===== src/rtl/y86_memory_stage_pkg.sv =====
// Shared Y86 encodings, M-stage FSM states and pipeline-register layouts
// for the memory stage and its data-memory controller.
package y86_memory_stage_pkg;

    localparam logic [3:0] I_HALT   = 4'h0;
    localparam logic [3:0] I_NOP    = 4'h1;
    localparam logic [3:0] I_RMMOVL = 4'h4;
    localparam logic [3:0] I_MRMOVL = 4'h5;
    localparam logic [3:0] I_OPL    = 4'h6;
    localparam logic [3:0] I_JXX    = 4'h7;
    localparam logic [3:0] I_CALL   = 4'h8;
    localparam logic [3:0] I_RET    = 4'h9;
    localparam logic [3:0] I_PUSHL  = 4'hA;
    localparam logic [3:0] I_POPL   = 4'hB;

    localparam logic [3:0] R_NONE = 4'hF;

    localparam logic [2:0] STAT_AOK = 3'd1;
    localparam logic [2:0] STAT_HLT = 3'd2;
    localparam logic [2:0] STAT_ADR = 3'd3;
    localparam logic [2:0] STAT_INS = 3'd4;

    typedef enum logic {
        MS_IDLE = 1'b0,
        MS_REQ  = 1'b1
    } mstate_e;

    typedef struct packed {
        logic        valid;
        logic [3:0]  icode;
        logic [2:0]  stat;
        logic        cnd;
        logic [31:0] val_e;
        logic [31:0] val_a;
        logic [3:0]  dst_e;
        logic [3:0]  dst_m;
    } mreg_t;

    typedef struct packed {
        logic        valid;
        logic [3:0]  icode;
        logic [2:0]  stat;
        logic        cnd;
        logic [31:0] val_e;
        logic [31:0] val_m;
        logic [3:0]  dst_e;
        logic [3:0]  dst_m;
    } wreg_t;

    typedef struct packed {
        logic        access;
        logic        we;
        logic [31:0] addr;
        logic [31:0] wdata;
    } mem_op_t;

    localparam mreg_t M_BUBBLE = '{valid: 1'b0, icode: I_NOP, stat: STAT_AOK, cnd: 1'b0,
                                   val_e: 32'h0, val_a: 32'h0, dst_e: R_NONE, dst_m: R_NONE};

    localparam wreg_t W_RESET = '{valid: 1'b0, icode: I_NOP, stat: STAT_AOK, cnd: 1'b0,
                                  val_e: 32'h0, val_m: 32'h0, dst_e: R_NONE, dst_m: R_NONE};

    // Only healthy, valid instructions touch memory; everything else passes straight through.
    function automatic mem_op_t decode_mem_op(input logic        valid,
                                              input logic [3:0]  icode,
                                              input logic [2:0]  stat,
                                              input logic [31:0] val_e,
                                              input logic [31:0] val_a);
        mem_op_t op;
        op = '{access: 1'b0, we: 1'b0, addr: 32'h0, wdata: 32'h0};
        if (valid && stat == STAT_AOK) begin
            case (icode)
                I_RMMOVL, I_PUSHL, I_CALL: op = '{access: 1'b1, we: 1'b1, addr: val_e, wdata: val_a};
                I_MRMOVL:                  op = '{access: 1'b1, we: 1'b0, addr: val_e, wdata: 32'h0};
                I_POPL, I_RET:             op = '{access: 1'b1, we: 1'b0, addr: val_a, wdata: 32'h0};
                default:                   op = '{access: 1'b0, we: 1'b0, addr: 32'h0, wdata: 32'h0};
            endcase
        end
        return op;
    endfunction

endpackage


===== src/rtl/y86_memory_stage_if.sv =====
// Request/acknowledge data-memory port between the M stage (master) and memory (slave).
interface y86_memory_stage_if;
    logic        dmem_req;
    logic        dmem_we;
    logic [31:0] dmem_addr;
    logic [31:0] dmem_wdata;
    logic        dmem_ack;
    logic [31:0] dmem_rdata;
    logic        dmem_err;

    modport master (
        output dmem_req, dmem_we, dmem_addr, dmem_wdata,
        input  dmem_ack, dmem_rdata, dmem_err
    );

    modport slave (
        input  dmem_req, dmem_we, dmem_addr, dmem_wdata,
        output dmem_ack, dmem_rdata, dmem_err
    );
endinterface


===== src/rtl/y86_dmem_ctrl.sv =====
// Data-memory controller for the M stage: IDLE/REQ FSM, timeout counter and
// registered dmem_* drive; reports completion, error and read data to the stage.
module y86_dmem_ctrl
    import y86_memory_stage_pkg::*;
#(
    parameter int TIMEOUT = 16,
    parameter int CNT_W   = 5
) (
    input  logic                clk,
    input  logic                reset,
    input  logic                start,
    input  logic                start_we,
    input  logic [31:0]         start_addr,
    input  logic [31:0]         start_wdata,
    output logic                busy,
    output logic                done,
    output logic                done_err,
    output logic [31:0]         done_val_m,
    y86_memory_stage_if.master  dmem
);

    mstate_e           state_q, state_d;
    logic [CNT_W-1:0]  cnt_q, cnt_d;
    logic              req_q, req_d;
    logic              we_q, we_d;
    logic [31:0]       addr_q, addr_d;
    logic [31:0]       wdata_q, wdata_d;
    logic              timeout;

    assign timeout = (cnt_q == CNT_W'(TIMEOUT - 1));
    assign busy    = (state_q == MS_REQ);

    always_comb begin
        // NOTE: every output of this block gets its hold/idle value first, so no path can infer a latch.
        state_d    = state_q;
        cnt_d      = cnt_q;
        req_d      = req_q;
        we_d       = we_q;
        addr_d     = addr_q;
        wdata_d    = wdata_q;
        done       = 1'b0;
        done_err   = 1'b0;
        done_val_m = 32'h0;
        case (state_q)
            MS_IDLE: begin
                if (start) begin
                    state_d = MS_REQ;
                    cnt_d   = '0;
                    req_d   = 1'b1;
                    we_d    = start_we;
                    addr_d  = start_addr;
                    wdata_d = start_wdata;
                end
            end
            MS_REQ: begin
                // An ack on the timeout edge still completes the access normally.
                if (dmem.dmem_ack || timeout) begin
                    done       = 1'b1;
                    done_err   = dmem.dmem_ack ? dmem.dmem_err : 1'b1;
                    done_val_m = (dmem.dmem_ack && !we_q) ? dmem.dmem_rdata : 32'h0;
                    state_d    = MS_IDLE;
                    cnt_d      = '0;
                    req_d      = 1'b0;
                    we_d       = 1'b0;
                end else begin
                    cnt_d = cnt_q + CNT_W'(1);
                end
            end
            default: state_d = MS_IDLE;
        endcase
    end

    always_ff @(posedge clk or negedge reset) begin
        // NOTE: sequential state uses non-blocking assignments so every flop samples pre-edge values.
        if (!reset) begin
            state_q <= MS_IDLE;
            cnt_q   <= '0;
            req_q   <= 1'b0;
            we_q    <= 1'b0;
            addr_q  <= 32'h0;
            wdata_q <= 32'h0;
        end else begin
            state_q <= state_d;
            cnt_q   <= cnt_d;
            req_q   <= req_d;
            we_q    <= we_d;
            addr_q  <= addr_d;
            wdata_q <= wdata_d;
        end
    end

    assign dmem.dmem_req   = req_q;
    assign dmem.dmem_we    = we_q;
    assign dmem.dmem_addr  = addr_q;
    assign dmem.dmem_wdata = wdata_q;

endmodule


===== src/rtl/y86_memory_stage.sv =====
// Pipelined Y86 memory stage: E->M register, data-memory access via y86_dmem_ctrl,
// registered M->W bundle. Optional macro MEM_ALIGN_CHK_EN faults misaligned accesses.
module y86_memory_stage
    import y86_memory_stage_pkg::*;
#(
    parameter int TIMEOUT = 16,
    parameter int CNT_W   = 5
) (
    input  logic                clk,
    input  logic                reset,
    input  logic                Min_valid,
    input  logic [3:0]          Min_icode,
    input  logic [2:0]          Min_stat,
    input  logic                Min_Cnd,
    input  logic [31:0]         Min_valE,
    input  logic [31:0]         Min_valA,
    input  logic [3:0]          Min_dstE,
    input  logic [3:0]          Min_dstM,
    output logic                m_stall,
    y86_memory_stage_if.master  dmem,
    output logic                Win_valid,
    output logic [3:0]          Win_icode,
    output logic [2:0]          Win_stat,
    output logic                Win_Cnd,
    output logic [31:0]         Win_valE,
    output logic [31:0]         Win_valM,
    output logic [3:0]          Win_dstE,
    output logic [3:0]          Win_dstM
);

    mreg_t       m_q, m_d;
    wreg_t       w_q, w_d;
    mem_op_t     op;
    logic        misaligned;
    logic        start;
    logic        busy;
    logic        done;
    logic        done_err;
    logic [31:0] done_val_m;

    assign op = decode_mem_op(m_q.valid, m_q.icode, m_q.stat, m_q.val_e, m_q.val_a);

`ifdef MEM_ALIGN_CHK_EN
    assign misaligned = op.access && (op.addr[1:0] != 2'b00);
`else
    assign misaligned = 1'b0;
`endif

    assign start   = !busy && op.access && !misaligned;
    assign m_stall = busy;

    y86_dmem_ctrl #(
        .TIMEOUT (TIMEOUT),
        .CNT_W   (CNT_W)
    ) u_dmem_ctrl (
        .clk         (clk),
        .reset       (reset),
        .start       (start),
        .start_we    (op.we),
        .start_addr  (op.addr),
        .start_wdata (op.wdata),
        .busy        (busy),
        .done        (done),
        .done_err    (done_err),
        .done_val_m  (done_val_m),
        .dmem        (dmem)
    );

    always_comb begin
        m_d = m_q;
        if (!m_stall) begin
            m_d = Min_valid ? '{valid: 1'b1, icode: Min_icode, stat: Min_stat, cnd: Min_Cnd,
                                val_e: Min_valE, val_a: Min_valA, dst_e: Min_dstE, dst_m: Min_dstM}
                            : M_BUBBLE;
        end

        // While an access is in flight W already holds its fields; only valid/valM/stat finalise.
        w_d       = w_q;
        w_d.valid = 1'b0;
        if (busy) begin
            if (done) begin
                w_d.valid = 1'b1;
                w_d.val_m = done_val_m;
                if (done_err) w_d.stat = STAT_ADR;
            end
        end else begin
            w_d = '{valid: m_q.valid && !start, icode: m_q.icode, stat: m_q.stat, cnd: m_q.cnd,
                    val_e: m_q.val_e, val_m: 32'h0, dst_e: m_q.dst_e, dst_m: m_q.dst_m};
            if (misaligned) w_d.stat = STAT_ADR;
        end
    end

    always_ff @(posedge clk or negedge reset) begin
        if (!reset) begin
            m_q <= M_BUBBLE;
            w_q <= W_RESET;
        end else begin
            m_q <= m_d;
            w_q <= w_d;
        end
    end

    assign Win_valid = w_q.valid;
    assign Win_icode = w_q.icode;
    assign Win_stat  = w_q.stat;
    assign Win_Cnd   = w_q.cnd;
    assign Win_valE  = w_q.val_e;
    assign Win_valM  = w_q.val_m;
    assign Win_dstE  = w_q.dst_e;
    assign Win_dstM  = w_q.dst_m;

endmodule


===== src/flat_wrapper.sv =====
// flat-port wrapper written by rule: the top's interface ports become plain ports
module y86_memory_stage_flat import y86_memory_stage_pkg::*;
#(
    parameter int TIMEOUT = 16,
    parameter int CNT_W   = 5
)
  (clk, reset, Min_valid, Min_icode, Min_stat, Min_Cnd, Min_valE, Min_valA, Min_dstE, Min_dstM, m_stall, Win_valid, Win_icode, Win_stat, Win_Cnd, Win_valE, Win_valM, Win_dstE, Win_dstM, dmem_dmem_req, dmem_dmem_we, dmem_dmem_addr, dmem_dmem_wdata, dmem_dmem_ack, dmem_dmem_rdata, dmem_dmem_err);
  y86_memory_stage_if dmem_i ();
  input  logic clk;
  input  logic reset;
  input  logic Min_valid;
  input  logic [3:0] Min_icode;
  input  logic [2:0] Min_stat;
  input  logic Min_Cnd;
  input  logic [31:0] Min_valE;
  input  logic [31:0] Min_valA;
  input  logic [3:0] Min_dstE;
  input  logic [3:0] Min_dstM;
  output logic m_stall;
  output logic Win_valid;
  output logic [3:0] Win_icode;
  output logic [2:0] Win_stat;
  output logic Win_Cnd;
  output logic [31:0] Win_valE;
  output logic [31:0] Win_valM;
  output logic [3:0] Win_dstE;
  output logic [3:0] Win_dstM;
  output wire logic [$bits(dmem_i.dmem_req)-1:0] dmem_dmem_req;
  output wire logic [$bits(dmem_i.dmem_we)-1:0] dmem_dmem_we;
  output wire logic [$bits(dmem_i.dmem_addr)-1:0] dmem_dmem_addr;
  output wire logic [$bits(dmem_i.dmem_wdata)-1:0] dmem_dmem_wdata;
  input wire logic [$bits(dmem_i.dmem_ack)-1:0] dmem_dmem_ack;
  input wire logic [$bits(dmem_i.dmem_rdata)-1:0] dmem_dmem_rdata;
  input wire logic [$bits(dmem_i.dmem_err)-1:0] dmem_dmem_err;
  assign dmem_dmem_req = dmem_i.dmem_req;
  assign dmem_dmem_we = dmem_i.dmem_we;
  assign dmem_dmem_addr = dmem_i.dmem_addr;
  assign dmem_dmem_wdata = dmem_i.dmem_wdata;
  assign dmem_i.dmem_ack = dmem_dmem_ack;
  assign dmem_i.dmem_rdata = dmem_dmem_rdata;
  assign dmem_i.dmem_err = dmem_dmem_err;
  y86_memory_stage #(.TIMEOUT(TIMEOUT), .CNT_W(CNT_W)) u_core (.clk(clk), .reset(reset), .Min_valid(Min_valid), .Min_icode(Min_icode), .Min_stat(Min_stat), .Min_Cnd(Min_Cnd), .Min_valE(Min_valE), .Min_valA(Min_valA), .Min_dstE(Min_dstE), .Min_dstM(Min_dstM), .m_stall(m_stall), .dmem(dmem_i), .Win_valid(Win_valid), .Win_icode(Win_icode), .Win_stat(Win_stat), .Win_Cnd(Win_Cnd), .Win_valE(Win_valE), .Win_valM(Win_valM), .Win_dstE(Win_dstE), .Win_dstM(Win_dstM));
endmodule

===== config.mk =====
export PLATFORM = sky130hd
export DESIGN_NAME = y86_memory_stage_flat
export DESIGN_NICKNAME = d
export VERILOG_FILES = /design/src/rtl/y86_memory_stage_pkg.sv /design/src/rtl/y86_memory_stage_if.sv /design/src/rtl/y86_dmem_ctrl.sv /design/src/rtl/y86_memory_stage.sv /design/src/flat_wrapper.sv
export SDC_FILE = /design/constraint.sdc
export NUM_CORES = 1
export LEC_CHECK = 0
export BUFFER_PORTS_ARGS = -buffer_cell sky130_fd_sc_hd__buf_2
export CORE_AREA = 2 2 166 119
export CTS_BUF_LIST = sky130_fd_sc_hd__clkbuf_4
export CTS_CLUSTER_DIAMETER = 40
export CTS_CLUSTER_SIZE = 24
export DETAILED_ROUTE_END_ITERATION = 6
export DIE_AREA = 0 0 168 121
export PLACE_DENSITY = 0.81
export SLEW_MARGIN = 20
export SYNTH_ARGS = -nofsm -noshare
export SYNTH_HDL_FRONTEND = slang
export SYNTH_HIERARCHICAL = 1
export SYNTH_SLANG_ARGS = --single-unit

===== constraint.sdc =====
create_clock -name clk -period 3.4 [get_ports clk]
set_input_delay 0.17 -clock clk [delete_from_list [all_inputs] [get_ports clk]]
set_output_delay 0.17 -clock clk [all_outputs]
set_load 0.05 [all_outputs]

# Word-level counts from Yosys, hierarchy flattened
# Cells that the tools add are included.
dict set report totals {
  ff_bits 234
  input_bits 117
  output_inout_bits 148
  wordCells 77
}
dict set report op_classes {
  addsub 1
  eq_ne 12
  muxes 28
  n_bitwise 1
  reduce_logical 13
}
# operator n
set op_table {}
lappend op_table {{66-bit one-hot mux with 3 select lines} 1}
lappend op_table {{32-bit 2-to-1 mux} 4}
lappend op_table {{81-bit 2-to-1 mux} 1}
lappend op_table {{66-bit 2-to-1 mux} 1}
lappend op_table {{4-bit equality test, second input constant} 4}
lappend op_table {{1-bit 2-to-1 mux} 12}
lappend op_table {{5-bit 2-to-1 mux} 2}
lappend op_table {{5-bit one-hot mux with 2 select lines} 1}
lappend op_table {{3-bit 2-to-1 mux} 3}
lappend op_table {{4-bit by 3-bit equality test with 1-bit output, second input constant} 2}
lappend op_table {{2-bit by 1-bit inequality test with 1-bit output, second input constant} 4}
lappend op_table {{1-bit one-hot mux with 2 select lines} 3}
lappend op_table {{2-bit AND reduction} 3}
lappend op_table {{5-bit by 1-bit adder with 5-bit output, second input constant} 1}
lappend op_table {{5-bit by 4-bit equality test with 1-bit output, second input constant} 1}
lappend op_table {{1-bit logical AND} 4}
lappend op_table {{3-bit by 1-bit equality test with 1-bit output, second input constant} 1}
lappend op_table {{1-bit zero test} 3}
lappend op_table {{3-bit OR reduction} 1}
lappend op_table {{2-bit OR reduction} 1}
lappend op_table {{1-bit logical OR} 1}
lappend op_table {{1-bit NOT} 1}

# Logic depth before layout (Yosys ltp)
# Gate-level depths: netlist of run 1.
dict set report logic_depth {
  word_depth 8
  ltp_mapped 10
  depth_no_buf 8
}

# By module
# The synthesis of run 1 kept the hierarchy.
# module n_inst cells_per_inst area_per_inst_um2 seq_area_each_um2
set by_module_without_submodules {}
lappend by_module_without_submodules {y86_memory_stage 1 584 6846.6 4078.9}
lappend by_module_without_submodules {y86_dmem_ctrl 1 349 3095.5 1801.7}

# Least setup slack after synthesis of run 1
# Ideal clock, no wire load.
dict set report synth_path {
  path_kind {register to register}
  from {register u_core.u_dmem_ctrl.state_q, in the netlist u_core/u_dmem_ctrl/busy}
  to {register u_core.u_dmem_ctrl.addr_q[22], in the netlist u_core/u_dmem_ctrl/dmem.dmem_addr[22]}
  setup_time_ps 66
  arrival_ps 2035
  required_ps 3334
  path_slack_ps 1298
  stages_incl_launch_ff 10
  path_buffers 5
  period_less_slack_ps 2102
  cell_sequence {dfrtp_1 > clkbuf_1 > clkbuf_1 > buf_2 > nor2b_1 > nor2b_4 > buf_6 > buf_8 > nand2_1 > nand2_1}
}
dict set report synth_via {
  elab_chain_cells 3
  word_cells_on_any_way 4
  classes_between {bitwise (1); reduce/logical (3)}
}
# element line_no
set synth_rtl {}
lappend synth_rtl {{start, declared} y86_dmem_ctrl.sv:22} ;# mstate_e state_q, state_d;
lappend synth_rtl {{start signal, assigned} y86_dmem_ctrl.sv:83} ;# state_q <= state_d;
lappend synth_rtl {{1-bit zero test} y86_memory_stage.sv:49} ;# assign start = !busy && op.access && !misaligned;
lappend synth_rtl {{1-bit logical AND} y86_memory_stage.sv:49}
lappend synth_rtl {{named net u_core.start} y86_memory_stage.sv:35} ;# logic start;
lappend synth_rtl {{2-bit AND reduction (no source line)} n/a}
lappend synth_rtl {{end signal, assigned} y86_dmem_ctrl.sv:87} ;# addr_q <= addr_d;
lappend synth_rtl {{end, declared} y86_dmem_ctrl.sv:26} ;# logic [31:0] addr_q, addr_d;
# The timed path passes the listed nets, and every way through them passes these cells.
# A chain may end at the register's enable or synchronous reset.

# Final worst setup path of run 1
dict set report layout_path {
  from {register u_core/m_q[77] (netlist bit)}
  to {register u_core.u_dmem_ctrl.addr_q[24], in the netlist u_core/u_dmem_ctrl/dmem.dmem_addr[24]}
}
dict set report layout_via {
  elab_chain_cells 6
  word_cells_on_any_way 12
  classes_between {eq/ne (6); mux (2); reduce/logical (4)}
}
# element line_no
set layout_rtl {}
lappend layout_rtl {{start, declared} y86_memory_stage.sv:31} ;# mreg_t m_q, m_d;
lappend layout_rtl {{start signal, assigned} y86_memory_stage.sv:98} ;# m_q <= m_d;
lappend layout_rtl {{4-bit by 3-bit equality test with 1-bit output or 4-bit equality test (tied branches)} y86_memory_stage_pkg.sv:72} ;# case (icode)
lappend layout_rtl {{3-bit OR reduction or 2-bit OR reduction (tied branches)} y86_memory_stage_pkg.sv:72}
lappend layout_rtl {{66-bit one-hot mux with 3 select lines (*)} y86_memory_stage_pkg.sv:72}
lappend layout_rtl {{66-bit 2-to-1 mux (*)} y86_memory_stage_pkg.sv:71} ;# if (valid && stat == STAT_AOK) begin
lappend layout_rtl {{1-bit logical AND (*)} y86_memory_stage.sv:49}
lappend layout_rtl {{named net u_core.start} y86_memory_stage.sv:35}
lappend layout_rtl {{2-bit AND reduction (no source line) (*)} n/a}
# Mark *: on every way through the listed nets, which the timed path passes. The rest lies on a longest branch.

==> flow_results.org, run 1 <==
** STA
- Final total negative setup slack :: 0 ns
- Minimum clock period after layout :: 2.68 ns
- Count of endpoints failing hold in the final timing report :: 0
- Headroom to the max-slew limit came out at 31.2%.
- Timing would allow up to 373 MHz.
- Number of max-slew violations in the final report :: 0
- Measured slew at the worst slew-check pin :: 1.03 ns
- Final-report setup violation count :: 0
- Setup repair after global routing left no endpoint under its margin.
- In the finished design, the share of the clock period the worst path needs comes to 78.8%.
- Worst clock skew :: 0.0216 ns

** Power
- Sw frac :: 38.8%
- The share of total power dissipated in the clock network is 22.8%.
- The internal portion of the total power is 4.37 mW.
- In this run, flip-flops and latches consume 48.1% of the power.
- IR drop worst, VDD :: 0.505 mV
- The analysis attributes to cell leakage a power of 6.66 nW.
- Switching power :: 2.78 mW
- Combinational cells account for 29.1% of the total power.
- Power density over the cells :: 554 mW/mm^2

** Clocking
- Buffer cell driving the clock tree root :: sky130_fd_sc_hd__clkbuf_4
- For this design, the sink count on the clock tree is 234.
- The clock passes through at most 3 buffers.
- CTS tree :: built
- Clock latency on the worst-skew pair, taken at its later pin, is 0.66 ns.
- Post-CTS repair changed the size of 0 cells.
- H-tree levels :: 1
- Clock-pin slew was measured on the worst setup and hold paths at 0.16 ns.
- The number of clock buffers added by TritonCTS is 26.

** Drt
- The count of nets left with antenna violations once routing finished came out at 0.
- The routed layout has 8198 vias.
- Detailed router's first-iteration violation count :: 718
- Initial DRT Pass Iterations :: 7
- After detailed routing, the total wire length is 27000 um.
- Detailed-route DRC error count :: 3
- Summed over all nets, wire length on met3 after detailed routing comes to 2030 um.
- Dividing the detail-routed wire length by the instance count gives 17.4 um.
- In this run the top signal layer used is met4.
- Vias per Instance :: 5.29
- Detailed routing placed a total of 12800 um of wire on met2.
- After detailed routing, the wire length on met1 is 11700 um.

** Yosys
- The share of the Yosys chip area taken by registers is 59.1%.
- Post-synth top flop :: sky130_fd_sc_hd__dfrtp_1
- After synthesis the cells add up to 0.00994 sq mm.
- Number of enable-type register cells in the synthesized netlist :: 0
- Post-synthesis cell count :: 933
- The synthesized design contains 234 register bits.
- Yosys warning count :: 6
- Count of cell types in the netlist :: 35
- The number of nets handed over by synthesis was 1052.
- Mean post-synth cell area :: 10.7 sq um
- Share of flip-flops with an asynchronous set or reset :: 100%

** Global routing
- The first global-routing pass estimated 43300 um of wire.
- Initial antenna violation count :: 0
- The via count of the first global-routing pass is 8295.
- Global routing consumed, over all layers together, 26.6% of the routing resources.
- Pin count of the biggest net entering global routing :: 94
- Total grt overflow :: 0

** Floorplan
- The die is 121 um tall.
- The initial utilization of the core area, before any placement, comes to 53.3%.
- Total die area :: 0.0203 sq mm
- Core area :: 0.0187 sq mm
- Top Ports :: 265
- Row generation in the floorplan step produced 42 rows.
- Chip Width :: 168 um

** Setup path
- Data arrives at the worst endpoint at 3.27 ns.
- In this run the worst path has a maximum fanout of 23.
- The worst setup path is launched from a flip-flop.
- The worst setup path is captured at a flip-flop.
- Data required time of the critical path :: 4.00 ns
- The setup path with the least slack is of type flip-flop to flip-flop.
- Number of cells on the worst reg-to-reg path :: 7

** Min path
- The min-delay analysis places its worst path in the category primary input to flip-flop.
- Along the worst hold path, the cell count comes to 3.

** Place
- The congestion estimate from routability-driven global placement came to 0.812.
- Dpl hpwl :: 16300 um
- Counting tap cells, the placed design contains a total of 1384 instances.
- During placement, the flow inserted port buffers numbering 264.

** Flow run
- Across the run, the number of max-cap violations was 0.

** Cells and area
- 0 antenna diodes ended up in the layout.
- Area Overhead vs Synth :: 29.8%
- Fraction of final layout cells with drive strength greater than 1 :: 29.8%
- Nets@finish :: 1407
- Count of non-filler cells in the finished layout :: 1549

** Outcome
- The flow ran to the end, but the final reports show violations.
- The checks that failed: design-rule violations.
registers in the layout, indices dropped and copies added, names as in the netlist:
signal and flops:
u_core/Win_Cnd 1, u_core/Win_dstE 4, u_core/Win_dstM 4, u_core/Win_icode 4, u_core/Win_stat 3, u_core/Win_valE 32
u_core/Win_valM 32, u_core/Win_valid 1, u_core/m_q 81, u_core/u_dmem_ctrl/busy 1, u_core/u_dmem_ctrl/cnt_q 5, u_core/u_dmem_ctrl/dmem.dmem_addr 32
u_core/u_dmem_ctrl/dmem.dmem_req 1, u_core/u_dmem_ctrl/dmem.dmem_wdata 32, u_core/u_dmem_ctrl/dmem.dmem_we 1
placed cells by master (no fill, tap or decap), types with 2 or more instances in the layout:
cell type,instances
sky130_fd_sc_hd__clkbuf_4,29
sky130_fd_sc_hd__clkinv_1,2
sky130_fd_sc_hd__buf_12,2
sky130_fd_sc_hd__nor3b_2,2
sky130_fd_sc_hd__mux2_2,36
sky130_fd_sc_hd__ha_1,2
sky130_fd_sc_hd__nor2b_1,33
sky130_fd_sc_hd__clkinv_4,2
sky130_fd_sc_hd__a21oi_1,49
sky130_fd_sc_hd__nand2b_1,4
sky130_fd_sc_hd__inv_6,4
sky130_fd_sc_hd__o21ai_0,48
sky130_fd_sc_hd__buf_2,263
sky130_fd_sc_hd__nand3_1,3
sky130_fd_sc_hd__dfrtp_1,213
sky130_fd_sc_hd__inv_8,3
sky130_fd_sc_hd__nor2_1,14
sky130_fd_sc_hd__mux2i_1,32
sky130_fd_sc_hd__and2_1,64
sky130_fd_sc_hd__inv_4,2
sky130_fd_sc_hd__nor2b_4,2
sky130_fd_sc_hd__a22o_1,70
sky130_fd_sc_hd__nand2_1,247
sky130_fd_sc_hd__dfstp_2,20
sky130_fd_sc_hd__inv_1,13
sky130_fd_sc_hd__buf_4,12
sky130_fd_sc_hd__clkinv_2,3
sky130_fd_sc_hd__dlygate4sd3_1,117
cell type report:
cell class | instances | area, sq um
Sequential cell | 234 | 5880
Fill cell | 1345 | 5750
Multi-Input combinational cell | 617 | 3650
Timing Repair Buffer | 395 | 2630
Tap cell | 242 | 303
Clock buffer | 29 | 218
Clock inverter | 18 | 168
Inverter | 14 | 52.6
power by group through the flow:
stage               combinational (mW)  sequential (mW)  clock, mW
CTS                               2.07             3.44       1.65
detailed placement                1.97             3.48          0
global placement                  1.94             3.47          0
floorplan                        0.765             4.13          0
global route                      2.21             3.50       1.78
finish                            2.08             3.44       1.63
layer usage:
layer  vias up  GRT usage, %
met5         -             0
met3        39          5.41
li1       3800             -
met1      4014          36.6
met2       345          44.1
met4         0          6.20
worst paths after layout:
kind	from	slack (ns)	to
max in group asynchronous	reset	2.05	u_core/Win_valM[15]
worst max register to register	u_core/m_q[77]	0.72	u_core/u_dmem_ctrl/dmem.dmem_addr[24]
min in group asynchronous	reset	0.49	u_core/m_q[58]
worst min register to register	u_core/m_q[7]	0.48	u_core/Win_dstE[3]
worst min-delay path	Min_valE[18]	0.25	u_core/m_q[58]
worst max-delay path	u_core/m_q[77]	0.72	u_core/u_dmem_ctrl/dmem.dmem_addr[24]
cell families (layout without fill, tap and decap cells):
group                    after synthesis  count (layout)  share of synthesized area, %
AND/OR/NAND/NOR                      376             376                          17.4
flip-flops                           234             234                          59.1
AO/OA/AOI/OAI                        169             169                          11.3
buffers and inverters                 82             456                          4.43
multiplexers                          68              68                          7.30
adder cells (fa/ha/maj)                2               2                         0.252
XOR/XNOR                               2               2                         0.176
repair_timing:
item,4_1_cts,5_1_grt
endpoints found under the hold margin,337,0
hold buffers,118,0
setup buffers,0,0
Yosys cell counts, types with 3 or more instances:
master                     number  share of area (%)
sky130_fd_sc_hd__nand2_1      247                9.3
sky130_fd_sc_hd__dfrtp_1      214                 54
sky130_fd_sc_hd__a22o_1        70                6.2
sky130_fd_sc_hd__and2_1        64                4.0
sky130_fd_sc_hd__a21oi_1       49                2.5
sky130_fd_sc_hd__o21ai_0       48                2.4
sky130_fd_sc_hd__clkbuf_1      39                1.5
sky130_fd_sc_hd__mux2_2        36                4.1
sky130_fd_sc_hd__nor2b_1       34                2.1
sky130_fd_sc_hd__mux2i_1       32                3.2
sky130_fd_sc_hd__dfstp_2       20                5.3
sky130_fd_sc_hd__inv_1         14               0.53
sky130_fd_sc_hd__nor2_1        14               0.53
sky130_fd_sc_hd__buf_2         10               0.50
sky130_fd_sc_hd__buf_6          7               0.79
sky130_fd_sc_hd__buf_8          5               0.76
sky130_fd_sc_hd__nand2b_1       4               0.25
sky130_fd_sc_hd__clkbuf_2       3               0.15
sky130_fd_sc_hd__nand3_1        3               0.15
per-stage QoR:
stage | utilization, % | setup slack (ns) | area (sq um) | power [mW] | hold WS [ns]
after global placement | 60.7 | 0.816 | 11300 | 5.41 | 0.127
after global routing | 69.2 | 0.405 | 12900 | 7.48 | 0.224
after detailed placement | 60.7 | 0.757 | 11300 | 5.45 | 0.126
after floorplan | - | 1.30 | 9940 | 4.89 | -0.126
final | 69.2 | 0.722 | 12900 | 7.15 | 0.249
after CTS | 69.2 | 0.718 | 12900 | 7.16 | 0.208
worst max-delay path, stage by stage, from the launching register on:
cell	delay, ns
sky130_fd_sc_hd__dfrtp_1	0.45
sky130_fd_sc_hd__or3b_4	0.43
sky130_fd_sc_hd__a21oi_1	0.18
sky130_fd_sc_hd__nor2b_1	0.39
sky130_fd_sc_hd__nor2b_4	0.60
sky130_fd_sc_hd__buf_4	0.37
sky130_fd_sc_hd__nand2_1	0.10
sky130_fd_sc_hd__nand2_1	0.07
Note: power is estimated with default switching activity, not from simulation.
==> inputs of run 2 (changes only) <==
--- a/config.mk
+++ b/config.mk
@@ -5,14 +5,15 @@
 export SDC_FILE = /design/constraint.sdc
 export NUM_CORES = 1
 export LEC_CHECK = 0
+export ABC_AREA = 1
 export BUFFER_PORTS_ARGS = -buffer_cell sky130_fd_sc_hd__buf_2
-export CORE_AREA = 2 2 166 119
+export CORE_AREA = 2 2 167 120
 export CTS_BUF_LIST = sky130_fd_sc_hd__clkbuf_4
 export CTS_CLUSTER_DIAMETER = 40
 export CTS_CLUSTER_SIZE = 24
 export DETAILED_ROUTE_END_ITERATION = 6
-export DIE_AREA = 0 0 168 121
-export PLACE_DENSITY = 0.81
+export DIE_AREA = 0 0 169 122
+export PLACE_DENSITY = 0.8
 export SLEW_MARGIN = 20
 export SYNTH_ARGS = -nofsm -noshare
 export SYNTH_HDL_FRONTEND = slang
==> constraint.sdc (replaced) <==
create_clock -name clk -period 2.6 [get_ports clk]
set_input_delay 0.13 -clock clk [delete_from_list [all_inputs] [get_ports clk]]
set_output_delay 0.13 -clock clk [all_outputs]
set_load 0.05 [all_outputs]
==> run 2 against run 1 <==
- the flow now finishes without violations
- design area grew 1.2%
- sequential share of layout area shrank 0.54 points
- highest routed layer unchanged
- largest power group unchanged
- critical path type is now flip-flop to output pin
- clock skew grew 0.019 ns
- worst setup slack lost 0.49 ns
- critical endpoint is now m_stall
==> flow_results.org, run 2 <==
** Outcome
- Result of the run :: completed

** STA
- In the final timing run, aggregate negative setup slack is 0 ns.
- Number of max-slew violations in the final report :: 0
- For the pin with the worst max-slew slack, the measured transition is 0.871 ns.
- Headroom to the max-slew limit came out at 41.9%.
- RSZ-0062 raised after global routing :: false
- The final count of hold timing violations is 0.
- Final-report setup violation count :: 0
- Period Utilization, post-route :: 91.0%
- Upper clock frequency limit :: 423 MHz
- The clock arrives with 0.0404 ns of skew.
- Worst hold slack :: 0.193 ns
- Minimum clock period after layout :: 2.36 ns

** Min path
- Worst Hold Class :: primary input to flip-flop
- Hold Path Stages :: 4
- The worst hold path begins at Min_valE[0].

** Yosys
- Share of flip-flops with an asynchronous set or reset :: 100%
- By area the synthesized netlist is led by sky130_fd_sc_hd__dfrtp_1 (53%), sky130_fd_sc_hd__nand2_1 (16%), sky130_fd_sc_hd__dfstp_2 (5.2%), sky130_fd_sc_hd__inv_1 (4.4%), sky130_fd_sc_hd__o21ai_0 (4.2%).
- Count of cell types in the netlist :: 26
- By instance count, the leading cell after synthesis is sky130_fd_sc_hd__nand2_1.
- Yosys printed 6 warnings.
- Area fraction of the dominant cell type after synthesis :: 53.2%
- Register bit count reported by yosys :: 234
- After technology mapping, the gate count stands at 1190.
- Averaged over all synthesized cells, the footprint is 8.45 sq um.
- Sequential cells were found to cover 58.5% of the synthesized design area.
- Leading area contributor after synthesis :: sky130_fd_sc_hd__dfrtp_1
- Number of enable-type register cells in the synthesized netlist :: 0
- Synth Cell Area :: 0.0101 sq mm
- Top cell types by occurrence after synthesis :: sky130_fd_sc_hd__nand2_1 (432), sky130_fd_sc_hd__dfrtp_1 (214), sky130_fd_sc_hd__inv_1 (119)
- Counting every net in the synthesized netlist gives 1309.
- Post-synth top flop :: sky130_fd_sc_hd__dfrtp_1

** Power
- Power density over the cells :: 716 mW/mm^2
- IR drop worst, VDD :: 0.521 mV
- The analysis attributes to cell leakage a power of 7.08 nW.

** Cells and area
- Once layout is done, the placed cells without fillers occupy 0.0131 sq mm.
- The filler cells instantiated in the layout total 1485.
- Area of all sequential standard cells :: 0.00588 sq mm
- Diode count :: 0
- Of the cells placed in the final design, the portion with a size suffix greater than 1 is 22.9%.
- For this run, the number of standard cells in the final layout without fillers is 1818.
- Largest register by flop count :: u_core/m_q
- Area Overhead vs Synth :: 29.8%
- In the final layout, the multi-input gates occupy 0.00321 sq mm.
- Top library cells by usage in the layout, fill and taps aside :: sky130_fd_sc_hd__nand2_1 (432), sky130_fd_sc_hd__buf_2 (263), sky130_fd_sc_hd__dfrtp_1 (213)
- Once layout is complete, the utilization of the core stands at 67.8%.
- Leaving out fill and tap cells, the most frequent cell in the layout is sky130_fd_sc_hd__nand2_1.
- Largest register FFs :: 81
- The final layout contains 1673 nets.

** Global routing
- The initial antenna violation count was 0.
- Global routing finished with a remaining overflow of 0.
- Vias in the first global route :: 9281
- Entering global routing, the biggest net connects 82 pins.
- Wire length of the first global-routing pass :: 46600 um
- Aggregate global-route resource usage :: 28.4%

** Setup path
- Path type of the worst setup path :: flip-flop to output pin
- For the worst setup path, the data required time is 2.47 ns.
- Worst setup EP type :: output pin
- Data arrival time at the worst-slack endpoint :: 2.23 ns
- Number of cells on the worst reg-to-reg path :: 13
- The worst register-to-register path has a setup slack of 0.30 ns.
- In this design, the stage delay of the slowest critical-path cell is 0.66 ns.
- Traced cell by cell, the critical path runs through buf_6 > buf_2.
- In this run the critical register-to-register path is launched from u_core/u_dmem_ctrl/cnt_q[0].
- Among all stages on the critical path, the largest delay is contributed by sky130_fd_sc_hd__dfrtp_4.
- Startpoint of the most critical setup path :: u_core/u_dmem_ctrl/busy
- Crit-path max FO :: 81
- Startpoint class of the critical path :: flip-flop

** Flow run
- Max-cap violations in this run came to 0.

** Drt
- Via count :: 9384
- Final ANT Viol Nets :: 0
- Detailed-route wire length per cell :: 16.3 um
- The first TritonRoute pass finished after 6 iterations.
- Detailed-route DRC error count :: 0
- Vias per Instance :: 5.16
- Detailed router's first-iteration violation count :: 900
- Post-detailed-routing wire length :: 29600 um

** Floorplan
- Chip Width :: 169 um
- Height of the chip :: 122 um
- The floorplan has 43 rows.
- In this run the count of I/O pins placed on the die edge is 265.
- Starting Density :: 52.2%
- Core area :: 0.0193 sq mm
- The die covers 0.0206 sq mm.

** Clocking
- Clock tree synthesis inserted a total of 23 buffers.
- CTS tree :: built
- Deepest clock path buffer count :: 3
- Worst-path clk slew :: 0.18 ns
- Buffer cell driving the clock tree root :: sky130_fd_sc_hd__clkbuf_4
- Setup bufs post-CTS :: 0
- Count of clock tree sinks :: 234
- CTS built an H-tree with a depth of 1.
- The clock reaches the later pin of the worst-skew pair after 0.66 ns.

** Place
- # placed instances :: 1648
- After detailed placement, the total cell area comes to 0.0114 sq mm.
- The congestion estimate from routability-driven global placement came to 0.869.
- Once detailed placement completed, the half-perimeter wirelength came to 17000 um.
- Input and output buffers added on the ports amount to 264.
## run 2: cell types whose count changed in the layout (fill, tap and decap cells not counted), moves of 32 or more
cell                      change
sky130_fd_sc_hd__nor2_1      +68
sky130_fd_sc_hd__nand2_1    +185
sky130_fd_sc_hd__nand3_1     +63
sky130_fd_sc_hd__mux2_2      -36
sky130_fd_sc_hd__and2_1      -64
sky130_fd_sc_hd__o21ai_1     +36
sky130_fd_sc_hd__o21ai_0     +37
sky130_fd_sc_hd__mux2i_1     -32
sky130_fd_sc_hd__a22o_1      -70
sky130_fd_sc_hd__nor2b_1     -33
sky130_fd_sc_hd__inv_1      +104
## run 2: metrics by stage
step | power, mW | setup slack [ns]
floorplan | 6.38 | 0.680
global placement | 7.04 | 0.477
detailed placement | 7.10 | 0.373
CTS | 9.33 | 0.193
global route | 9.80 | 0.0586
finish | 9.35 | 0.235
## run 2: logic make-up (layout without fill, tap and decap cells)
logic type                 after synthesis  after routing  synth area share (%)
AOI/OAI and AO/OA                      166            166                  8.26
DFF                                    234            234                  58.5
adders and majority gates                2              2                 0.249
xor gates and xnor gates                 1              1                0.0871
buffers and inverters                  196            577                  9.64
and+or+nand+nor                        591            591                  23.3
## run 2: cell type report
class | count | area share [%]
well taps | 247 | 2.37
repair buffers | 410 | 21.4
clock inverters | 19 | 1.66
clock buffers | 23 | 1.32
flip-flops and latches | 234 | 45.1
multi-input cells | 760 | 24.6
inverters | 125 | 3.66
## run 2: power breakdown
part	internal [mW]	leakage, nW	switching, mW
Clock	0.660	0.200	1.42
Combinational	0.681	3.81	2.13
Sequential	4.15	3.08	0.303
Total	5.49	7.08	3.86
## run 2: per-layer routing
metal	share of wire (%)	global-route usage, %
met3	7.6	5.98
met2	48	47.0
met5	0	0
met1	42	37.7
met4	2.9	9.78
## run 2: repair_timing
item | in CTS | in global routing
hold buffers | 128 | 0
hold endpoints to repair | 336 | 0
endpoints found under the setup margin | 1 | 1
gates resized for setup | 1 | 1
## run 2: worst max-delay path: cells and delay by family (launching register included)
family / cells / cell delay, ns
buffers and inverters: 2 / 0.84
flip-flops: 1 / 0.66
## run 2: final timing paths
kind	end
min in group asynchronous	u_core/Win_valM[4]
hold reg to reg	u_core/m_q[0]
max in group asynchronous	u_core/Win_valE[23]
setup / recovery	m_stall
hold / removal	u_core/m_q[40]
setup reg to reg	u_core/Win_stat[0]
